==> src/rtl/crypto_round_sequencer.sv <==
// ---------------------------------------------------------------------------
// crypto_round_sequencer
//
// Purpose:
//   Multi-cycle controller that steps a combinational 32-bit crypto round
//   core through NUM_ROUNDS rounds. Each round's core output is fed back as
//   the next round's rs1. The block sits between the CPU custom-instruction
//   issue logic and the round core.
//
// Handshakes (valid/ready semantics):
//   Request : a request transfers on a rising edge where start && ready.
//             ready is high only in IDLE; start is ignored otherwise.
//   Result  : a result transfers on a rising edge where
//             result_valid && result_ready. result_valid is high only in
//             DONE and, once high, stays high with result stable until the
//             transfer (or an abort / reset).
//
// Ports:
//   CLK, RST              clock (rising edge), asynchronous active-high reset
//   start, rs1, rs2, sel  request strobe and operands (sel: 0 enc, 1 dec)
//   ready                 request may be accepted (IDLE)
//   busy                  operation in flight or result pending (RUN/DONE)
//   result, result_valid  final round output and its valid flag
//   result_ready          consumer acknowledge for result
//   core_rs1/rs2/count/sel  registered drive to the round core
//   core_rd               round core output (combinational, same cycle)
//   abort                 early exit from RUN/DONE (CRYPTO_ABORT_EN only)
//   dbg_state_o           current FSM state (0 IDLE, 1 RUN, 2 DONE)
//
// Build option:
//   CRYPTO_ABORT_EN  - when defined, adds the abort input.
// ---------------------------------------------------------------------------
module crypto_round_sequencer #(
    parameter int NUM_ROUNDS = 4,
    parameter int DATA_W     = 32
) (
    input  logic              CLK,
    input  logic              RST,
    input  logic              start,
    input  logic [DATA_W-1:0] rs1,
    input  logic [DATA_W-1:0] rs2,
    input  logic              sel,
`ifdef CRYPTO_ABORT_EN
    input  logic              abort,
`endif
    output logic              ready,
    output logic              busy,
    output logic [DATA_W-1:0] result,
    output logic              result_valid,
    input  logic              result_ready,
    output logic [DATA_W-1:0] core_rs1,
    output logic [DATA_W-1:0] core_rs2,
    output logic [1:0]        core_count,
    output logic              core_sel,
    input  logic [DATA_W-1:0] core_rd,
    output logic [1:0]        dbg_state_o
);

    typedef enum logic [1:0] {
        ST_IDLE = 2'd0,
        ST_RUN  = 2'd1,
        ST_DONE = 2'd2
    } state_e;

    localparam logic [3:0] LAST_ROUND = 4'(NUM_ROUNDS - 1);
    // Decrypt count for round r is (NUM_ROUNDS-1-r) mod 4; only the low two
    // bits of the subtraction matter, so the arithmetic is done in 2 bits.
    localparam logic [1:0] LAST_CNT   = 2'(NUM_ROUNDS - 1);

    state_e            state_q, state_d;
    logic [DATA_W-1:0] data_q, data_d;
    logic [DATA_W-1:0] key_q, key_d;
    logic              sel_q, sel_d;
    logic [3:0]        round_q, round_d;
    logic [1:0]        count_q, count_d;
    logic [DATA_W-1:0] result_q, result_d;
    logic [3:0]        round_inc;
    logic              abort_w;
    logic              last_round;

`ifdef CRYPTO_ABORT_EN
    assign abort_w = abort;
`else
    assign abort_w = 1'b0;
`endif

    assign last_round = (round_q == LAST_ROUND);

    // -----------------------------------------------------------------------
    // FSM: state register
    // -----------------------------------------------------------------------
    always_ff @(posedge CLK or posedge RST) begin
        if (RST) begin
            state_q <= ST_IDLE;
        end else begin
            state_q <= state_d;
        end
    end

    // -----------------------------------------------------------------------
    // FSM: next-state logic. Abort wins over completion and acknowledge.
    // -----------------------------------------------------------------------
    always_comb begin
        state_d = state_q;
        case (state_q)
            ST_IDLE: begin
                if (start) state_d = ST_RUN;
            end
            ST_RUN: begin
                if (abort_w)         state_d = ST_IDLE;
                else if (last_round) state_d = ST_DONE;
            end
            ST_DONE: begin
                if (abort_w)           state_d = ST_IDLE;
                else if (result_ready) state_d = ST_IDLE;
            end
            default: state_d = ST_IDLE;
        endcase
    end

    // -----------------------------------------------------------------------
    // FSM: outputs
    // -----------------------------------------------------------------------
    always_comb begin
        ready        = 1'b0;
        busy         = 1'b0;
        result_valid = 1'b0;
        case (state_q)
            ST_IDLE: ready = 1'b1;
            ST_RUN:  busy  = 1'b1;
            ST_DONE: begin
                busy         = 1'b1;
                result_valid = 1'b1;
            end
            default: ;
        endcase
    end

    // -----------------------------------------------------------------------
    // Datapath next-state. The core count is precomputed one edge ahead so
    // that core_count comes straight from a flop like the other core inputs.
    // An aborted RUN cycle leaves data/round untouched.
    // -----------------------------------------------------------------------
    always_comb begin
        data_d    = data_q;
        key_d     = key_q;
        sel_d     = sel_q;
        round_d   = round_q;
        count_d   = count_q;
        result_d  = result_q;
        round_inc = round_q + 4'd1;
        case (state_q)
            ST_IDLE: begin
                if (start) begin
                    data_d  = rs1;
                    key_d   = rs2;
                    sel_d   = sel;
                    round_d = 4'd0;
                    count_d = sel ? LAST_CNT : 2'd0;
                end
            end
            ST_RUN: begin
                if (!abort_w) begin
                    data_d = core_rd;
                    if (last_round) begin
                        // round stays at NUM_ROUNDS-1 so count holds its last value
                        result_d = core_rd;
                    end else begin
                        round_d = round_inc;
                        count_d = sel_q ? (LAST_CNT - round_inc[1:0]) : round_inc[1:0];
                    end
                end
            end
            default: ;
        endcase
    end

    always_ff @(posedge CLK or posedge RST) begin
        if (RST) begin
            data_q   <= '0;
            key_q    <= '0;
            sel_q    <= 1'b0;
            round_q  <= 4'd0;
            count_q  <= 2'd0;
            result_q <= '0;
        end else begin
            data_q   <= data_d;
            key_q    <= key_d;
            sel_q    <= sel_d;
            round_q  <= round_d;
            count_q  <= count_d;
            result_q <= result_d;
        end
    end

    assign result      = result_q;
    assign core_rs1    = data_q;
    assign core_rs2    = key_q;
    assign core_sel    = sel_q;
    assign core_count  = count_q;
    assign dbg_state_o = state_q;

endmodule

==> config.mk <==
export PLATFORM = sky130hd
export DESIGN_NAME = crypto_round_sequencer
export DESIGN_NICKNAME = d
export VERILOG_FILES = /design/src/rtl/crypto_round_sequencer.sv
export SDC_FILE = /design/constraint.sdc
export NUM_CORES = 1
export LEC_CHECK = 0
export ABC_AREA = 1
export CORE_MARGIN = 2
export CORE_UTILIZATION = 42
export DETAILED_ROUTE_END_ITERATION = 7
export GPL_TIMING_DRIVEN = 0
export PLACE_DENSITY = 0.87
export RECOVER_POWER = 100
export SLEW_MARGIN = 20
export SYNTH_ARGS = -nofsm -noshare
export SYNTH_HDL_FRONTEND = slang
export SYNTH_SLANG_ARGS = --single-unit
==> constraint.sdc <==
create_clock -name CLK -period 4.8 [get_ports CLK]
set_clock_uncertainty 0.2 [all_clocks]
set_input_delay 0.96 -clock CLK [delete_from_list [all_inputs] [get_ports CLK]]
set_output_delay 0.96 -clock CLK [all_outputs]
set_load 0.02 [all_outputs]
==> results.txt, run 1 <==
For the I/O pin total, the log shows 205. For the final antenna diode count, the log shows 0. The largest total area in the synthesized netlist belongs to sky130_fd_sc_hd__dfrtp_1. At the pin with the least slew margin, the transition time is 2.11 ns.

Clock latency on the worst-skew pair, taken at its later pin, is 0.36 ns. Detailed placement finished with a half-perimeter wire length of 9940 um. The top cell types in the final layout, fill and taps aside, are 132 x sky130_fd_sc_hd__nand2_1, 106 x sky130_fd_sc_hd__dlygate4sd3_1, 105 x sky130_fd_sc_hd__dfrtp_1. The CTS H-tree depth was 3. The logs give 42.9% for the effective utilization at floorplan and 12800 um for the overall routed net length. The area growth from synthesis to layout is 48.2%. TritonCTS built the clock tree.

The placed instance count was 799. STA puts the critical path data arrival time at 1.87 ns. The completed layout was analyzed and its total power is 4.40 mW. The setup check on the worst reg-to-reg path leaves a slack of 2.22 ns.

For this block, the initial DRC count from the detailed router was 157. The run finished, with violations left. The worst ir drop on vdd came out at 0.000384 V. The count of instances resized after the clock tree is built was 0. At the worst endpoint, the required time is 3.64 ns. The x dimension of the die is 109 um, and the net count of the mapped netlist is 559. The total buffers and inverters traversed by the critical path is 2, and the remaining global-route overflow is 0.

Headroom to the max-slew limit came out at -41.3%. Timing would allow up to 330 MHz. The library cell used most frequently in the layout, excluding fill and tap cells, is sky130_fd_sc_hd__nand2_1. Summed over its instances, the top area cell type makes up 56.8% of the synthesized netlist area. For the final weighted congestion of routability-driven global placement, the log shows 0.810.

Of all nets on the critical path, the largest fanout is 5. In this run the critical register-to-register path is launched from dbg_state_o[1]. The total number of yosys warnings was 0; the placement row count was 38. In the routed design, unresolved DRC markers number 0. In this run the critical register-to-register path is captured at core_rs1[15]. The detailed router placed 4011 vias in this run. Tracing the worst setup path back leads to its startpoint at dbg_state_o[0]. Cell at the slowest stage of the critical path: sky130_fd_sc_hd__dlygate4sd3_1.

The critical path is of the flip-flop to primary output type. In this run the static leakage power is 3.12 nW. The clock drives 105 sinks. The critical path goes through inv_1 -> ha_1 -> dlygate4sd3_1.

On the worst path, the slowest cell contributes a delay of 0.72 ns. For this design, the CTS-stage hold fixing added 0 buffers. After synthesis, the cell types taking the most area are sky130_fd_sc_hd__dfrtp_1 57%, sky130_fd_sc_hd__nand2_1 11%, sky130_fd_sc_hd__mux2_2 7.1%.

For the post-synthesis instance total, the log shows 454. In this run, distinct cell masters in the synthesized netlist total 23. Worst reg2reg path depth: 9. Sequential cells were found to cover 56.8% of the synthesized design area. Among cell families on the critical path, the largest total delay comes from buffers and inverters. The detail route stage leaves a number of antenna-violating nets equal to 0. The total routing usage reported by global routing was 22.1%; the final hold violation count was 0. For this run, the post-layout net count is 775. The min-delay analysis places its worst path in the category flip-flop to flip-flop. The mean routed wirelength per cell works out to 15.8 um.

Number of antenna violations at the first check in global routing: 0. Setup repair after global routing left no endpoint under its margin. Excluding fillers, the count of instances in the completed layout stands at 815. The number of setup buffers added after CTS is 0, and the standard cell core area is 0.0108 mm^2. The clock-pin slew on the worst setup and hold paths is 0.10 ns. The final reports fail on max-capacitance violations, max-slew violations.

The worst setup path is launched from a flip-flop. The tools report the via count of the first global-routing pass as 4153. The count of state elements after synthesis works out to 105. STA classifies the critical path endpoint as a primary output. The root buffer cell is sky130_fd_sc_hd__clkbuf_8. Measured along the y axis, the die boundary spans 109 um.

In this run the deepest clock path goes through 2 buffers. The power per standard cell area was 642 mW/mm^2. For the max-slew violation count, the log shows 46. The most critical setup path has its endpoint at ready. The first global-routing pass estimated 20000 um of wire. In this run the tool buffered the top-level ports with 204 buffer cells.

After detailed routing, the number of vias per cell comes to 4.92. The worst path in the final design needs a cycle of 3.03 ns, including I/O delays and setup. The logs give 61 for the pin count of the biggest net entering global routing and 1 for the number of max-capacitance violations reported. Setup violations remaining at the end of the flow were counted as 0. After layout, the worst path uses 63.1% of the clock period. The die footprint was 0.0119 mm^2. In this run the mean area of a mapped cell was 10.2 um^2. The number of cells on the critical path came out at 3. Of the cells placed in the final design, the portion with a size suffix greater than 1 is 9.04%. The logs give 6 for the iteration count of the initial detailed-routing pass and 0.00463 mm^2 for the combined area of all synthesized cells. The number of clock buffers added by TritonCTS is 9.
[area by class of cell]
cell class	count	area, um^2
plain buffers	24	116
clock buffers	12	155
clock inverters	4	48.8
fillers	929	3940
inverters	45	170
multi-input cells	280	1500
flip-flops and latches	105	2630
well taps	140	175
repair buffers	205	2070
[cells by family after synthesis]
kind of cell	share of synthesized area, %
simple gates	11.9
flops	56.8
compound gates	13.9
buf+inv	8.41
mux	7.79
fa+ha+maj	1.08
xor+xnor	0.189
[tightest hold or removal path, stage by stage, from the launching register on]
cell                      delay [ns]
sky130_fd_sc_hd__dfrtp_1        0.34
sky130_fd_sc_hd__nand2_1        0.06
sky130_fd_sc_hd__o21ai_2        0.05
[power by group]
part / switching, mW / total (mW) / leakage (nW) / internal (mW)
clock network: 0.293 / 0.563 / 0.107 / 0.271
logic: 1.34 / 2.34 / 1.81 / 0.991
registers: 0.212 / 1.51 / 1.21 / 1.29
total: 1.85 / 4.40 / 3.12 / 2.56
[routing by layer]
layer / track usage, % / part of all wire (%)
met2: 39.1 / 50
met1: 24.4 / 38
met4: 9.98 / 2.5
met3: 6.58 / 9.5
met5: 0 / 0
[per-stage QoR]
stage | setup TNS [ns] | hold WS, ns | instance area, um^2 | setup WS [ns] | utilization [%]
6_report | 0 | 0.277 | 6860 | 1.77 | 63.5
3_3_place_gp | -60.62 | 0.263 | 6850 | -0.586 | 63.4
5_1_grt | 0 | 0.304 | 6860 | 1.64 | 63.5
4_1_cts | 0 | 0.286 | 7080 | 1.73 | 65.6
2_1_floorplan | 0 | 0.271 | 4630 | 0.879 | -
3_5_place_dp | 0 | 0.266 | 6880 | 2.15 | 63.7
[sequential cells by signal, summed over array words and instances (netlist names)]
signal       count
core_count       2
core_rs2        32
round_q          4
core_rs1        32
result          32
dbg_state_o      2
core_sel         1
[synthesized netlist by cell type]
cell type,count
sky130_fd_sc_hd__ha_1,4
sky130_fd_sc_hd__o21ai_2,35
sky130_fd_sc_hd__o21ai_0,63
sky130_fd_sc_hd__xor2_1,1
sky130_fd_sc_hd__nand4_1,1
sky130_fd_sc_hd__clkbuf_8,2
sky130_fd_sc_hd__clkbuf_1,3
sky130_fd_sc_hd__o21ai_1,2
sky130_fd_sc_hd__inv_2,2
sky130_fd_sc_hd__buf_6,13
sky130_fd_sc_hd__buf_2,4
sky130_fd_sc_hd__nand3_1,2
sky130_fd_sc_hd__a21oi_1,2
sky130_fd_sc_hd__nand2_4,1
sky130_fd_sc_hd__buf_4,2
sky130_fd_sc_hd__nand3_2,1
sky130_fd_sc_hd__mux2_2,29
sky130_fd_sc_hd__dfrtp_1,105
sky130_fd_sc_hd__nand2_1,130
sky130_fd_sc_hd__mux2_1,3
sky130_fd_sc_hd__inv_1,43
sky130_fd_sc_hd__nor2_1,5
sky130_fd_sc_hd__nand2_2,1
[worst min path at each step]
stage                   to  depth (start not counted)   startpoint
6_report        result[14]                          2   result[14]
5_1_grt        core_rs1[7]                          2  core_rs1[7]
4_1_cts         result[14]                          2   result[14]
3_5_place_dp    result[14]                          2   result[14]
3_3_place_gp    result[14]                          2   result[14]
2_1_floorplan   round_q[3]                          2   round_q[3]
Power figures use the tool's default switching activity.
==> inputs of run 2 (changes only) <==
==> constraint.sdc (replaced) <==
create_clock -name CLK -period 3 [get_ports CLK]
set_clock_uncertainty 0.2 [all_clocks]
set_input_delay 0.6 -clock CLK [delete_from_list [all_inputs] [get_ports CLK]]
set_output_delay 0.6 -clock CLK [all_outputs]
set_load 0.02 [all_outputs]
==> results.txt, run 2 (synthesis gave the netlist of run 1 again) <==
The run gives 0.0119 mm^2 (unchanged) as the die footprint. Clock-pin slew on the worst setup and hold paths: 0.09 ns (about the same). The run gives 814 (-0.12%) as the count of non-filler cells in the finished layout.

STA classifies the critical path endpoint as a primary output. Number of cells on the worst hold path: 2 (unchanged). The logs give 0.000619 V (+61%) for the worst ir drop on vdd and 0 (unchanged) for the number of setup buffers added after CTS. The run gives 0 (unchanged) as the setup-violating endpoint count in the final report. The total negative slack for setup checks was 0 ns (unchanged).

The run finished with clean final reports. The x dimension of the die was 109 um (unchanged); the maximum clock insertion buffer count was 2 (unchanged). The transition time of the tightest slew-check pin is 0.896 ns (-1.21 ns).

Fill cell total of the finished layout: 904 (-2.7%). The via count of the first global-routing pass is 4430 (+6.7%). The total via count after detailed routing is 4052 (+1.0%), and the final antenna diode count is 0 (unchanged).

The overall routed net length is 13400 um (+4.7%), and the area of the multi-input gates is 0.00151 mm^2 (+0.67%). The number of clock sinks was 105 (unchanged). The effective utilization at floorplan is 42.9% (unchanged), and the number of antenna violations at the first check in global routing is 0 (unchanged). The library cell used most frequently in the layout, excluding fill and tap cells, is sky130_fd_sc_hd__nand2_1.

The tools report the count of nets after finishing as 778 (+0.39%). After layout, the worst path uses 90.2% of the clock period. The tools report the reg-to-reg critical path endpoint as result[3]. The worst path arrival time came out at 1.91 ns (+0.04 ns). The logs give 28 (-54%) for the pin count of the biggest net entering global routing and 0 (-1) for the number of max-capacitance violations reported.

The mean number of vias per cell is 4.98 (+1.1%). The insertion delay of the later-clocked pin in the worst-skew pair was 0.35 ns (about the same); the area growth from synthesis to final layout was 48.0% (about the same). The core utilization of the finished layout is 63.5% (about the same). The library cells used most frequently in the layout, excluding fill and tap cells, are 131 x sky130_fd_sc_hd__nand2_1, 105 x sky130_fd_sc_hd__dfrtp_1, 105 x sky130_fd_sc_hd__dlygate4sd3_1. The worst reg2reg path depth came out at 8 (-1).

The tools report the standard cell core area as 0.0108 mm^2 (unchanged). The root buffer cell is sky130_fd_sc_hd__clkbuf_8. The largest fanout on the critical path was 5 (unchanged); the proportion of power drawn by combinational gates was 54.7% (+1.7 points). The post-route antenna net violation count came out at 0 (unchanged). The startpoint identified for the worst hold timing path is core_count[1]. The placed instance count came out at 802 (+0.38%).

The min-delay analysis places its worst path in the category flip-flop to flip-flop. The tools report the total half-perimeter wirelength after legalization and detailed placement as 10500 um (+5.7%). Max-slew violation count: 0 (-100%).

For the sequential power share, the log shows 34.9% (+0.7 points). The height of the die works out to 109 um (unchanged). The remaining global-route overflow was 0 (unchanged); the cell internal power dissipation was 3.97 mW (+55%). The switching part of the total power is 42.6% (+0.64 points). For the total routing usage reported by global routing, the log shows 23.9% (+1.8 points).

Standard cell area after detailed placement: 0.00695 mm^2 (+1.1%). The most critical setup path has its startpoint at dbg_state_o[1]. Critical path start-end classification: flip-flop to primary output. The global-route wire length before repair is 21600 um (+8.0%), and the clock period minus final worst setup slack is 2.71 ns.

The final weighted congestion of routability-driven global placement is 0.801 (-1.0%). The count of instances resized after the clock tree is built came out at 0 (unchanged). Worst path required time: 2.20 ns (-1.44 ns).

Setup repair after global routing left no endpoint under its margin. The share of cells above drive strength 1 works out to 9.79% (+0.76 points). The CTS buffer count is 9 (unchanged). TritonCTS built the clock tree.

Mean routed wirelength per cell: 16.5 um (+4.8%). For the placement row count, the log shows 38 (unchanged). Hold buffer count at CTS: 0 (unchanged).

The leakage power came out at 3.13 nW (+0.13%). The logs give 0.43 ns (-1.79 ns) for the flop-to-flop setup slack and 10.4% (-2.4 points) for the portion of total power attributed to the clock network. The run gives 200 (+27%) as the number of DRC violations after detailed-routing iteration 0. The tools report the tightest slew margin relative to the limit as 40.0% (+81 points).

The quantity of I/O buffers inserted on ports works out to 204 (unchanged). The logs give 369 MHz for the highest clock rate and 0 (unchanged) for the total DRC errors in the routed layout. The startpoint type of the worst setup path is a flip-flop.

For the sequential cell area in the final layout, the log shows 0.00263 mm^2 (unchanged). The tools report the hold path endpoint as core_count[1]. The startpoint identified for the worst register-to-register timing path is dbg_state_o[1]. The power per standard cell area came out at 1010 mW/mm^2 (+57%).

The CTS H-tree depth is 3 (unchanged). The I/O pin total was 205 (unchanged); the iteration count of the initial detailed-routing pass was 4 (-2). The final hold violation count was 0 (unchanged). Final non-filler cell area: 0.00685 mm^2 (about the same). The net switching power figure is 2.94 mW (+59%).
[run 2: cell count changes in the layout (fill, tap and decap cells not counted), sizes merged]
cell | previous run | this run
buf | 7 | 9
bufinv | 1 | 0
clkbuf | 30 | 29
clkdlybuf4s50 | 98 | 99
dlygate4sd3 | 106 | 105
inv | 45 | 44
[run 2: critical path, stage by stage (launching register included)]
cell	delay [ns]
sky130_fd_sc_hd__dfrtp_1	0.41
sky130_fd_sc_hd__inv_1	0.12
sky130_fd_sc_hd__ha_1	0.28
sky130_fd_sc_hd__dlygate4sd3_1	0.74
[run 2: metal layers]
layer  track usage [%]  part of all wire, %
met3              8.07                  9.5
met5                 0                    0
met4              9.98                  2.5
met1              27.5                   39
met2              40.7                   49
[run 2: power by group through the flow]
stage,combinational (mW),sequential (mW),clock [mW]
2_1_floorplan,1.64,3.20,0
3_3_place_gp,4.24,2.42,0
3_5_place_dp,4.36,2.46,0
4_1_cts,4.38,2.44,0.751
5_1_grt,4.12,2.49,0.802
6_report,3.78,2.41,0.718
[run 2: how the worst max path moves through the flow]
stage | to | cells after the start
CTS | ready | 3
global placement | core_rs2[0] | 2
floorplan | core_count[0] | 1
global route | result[3] | 8
detailed placement | ready | 3
finish | ready | 3
[run 2: metrics by stage]
stage,worst slack (ns),power (mW),hold slack [ns]
2_1_floorplan,0.940,4.84,0.271
4_1_cts,0.254,7.58,0.291
3_3_place_gp,-0.0758,6.65,0.263
3_5_place_dp,0.671,6.83,0.269
6_report,0.293,6.91,0.283
5_1_grt,0.161,7.41,0.316
[run 2: cell type report]
type | instances | share of cell area [%]
inverter | 45 | 2.48
clock buffer | 10 | 1.86
tap | 140 | 2.56
sequential | 105 | 38.3
timing repair buffer | 208 | 30.6
multi-input combinational | 280 | 22.0
buffer | 24 | 1.99
clock inverter | 2 | 0.146
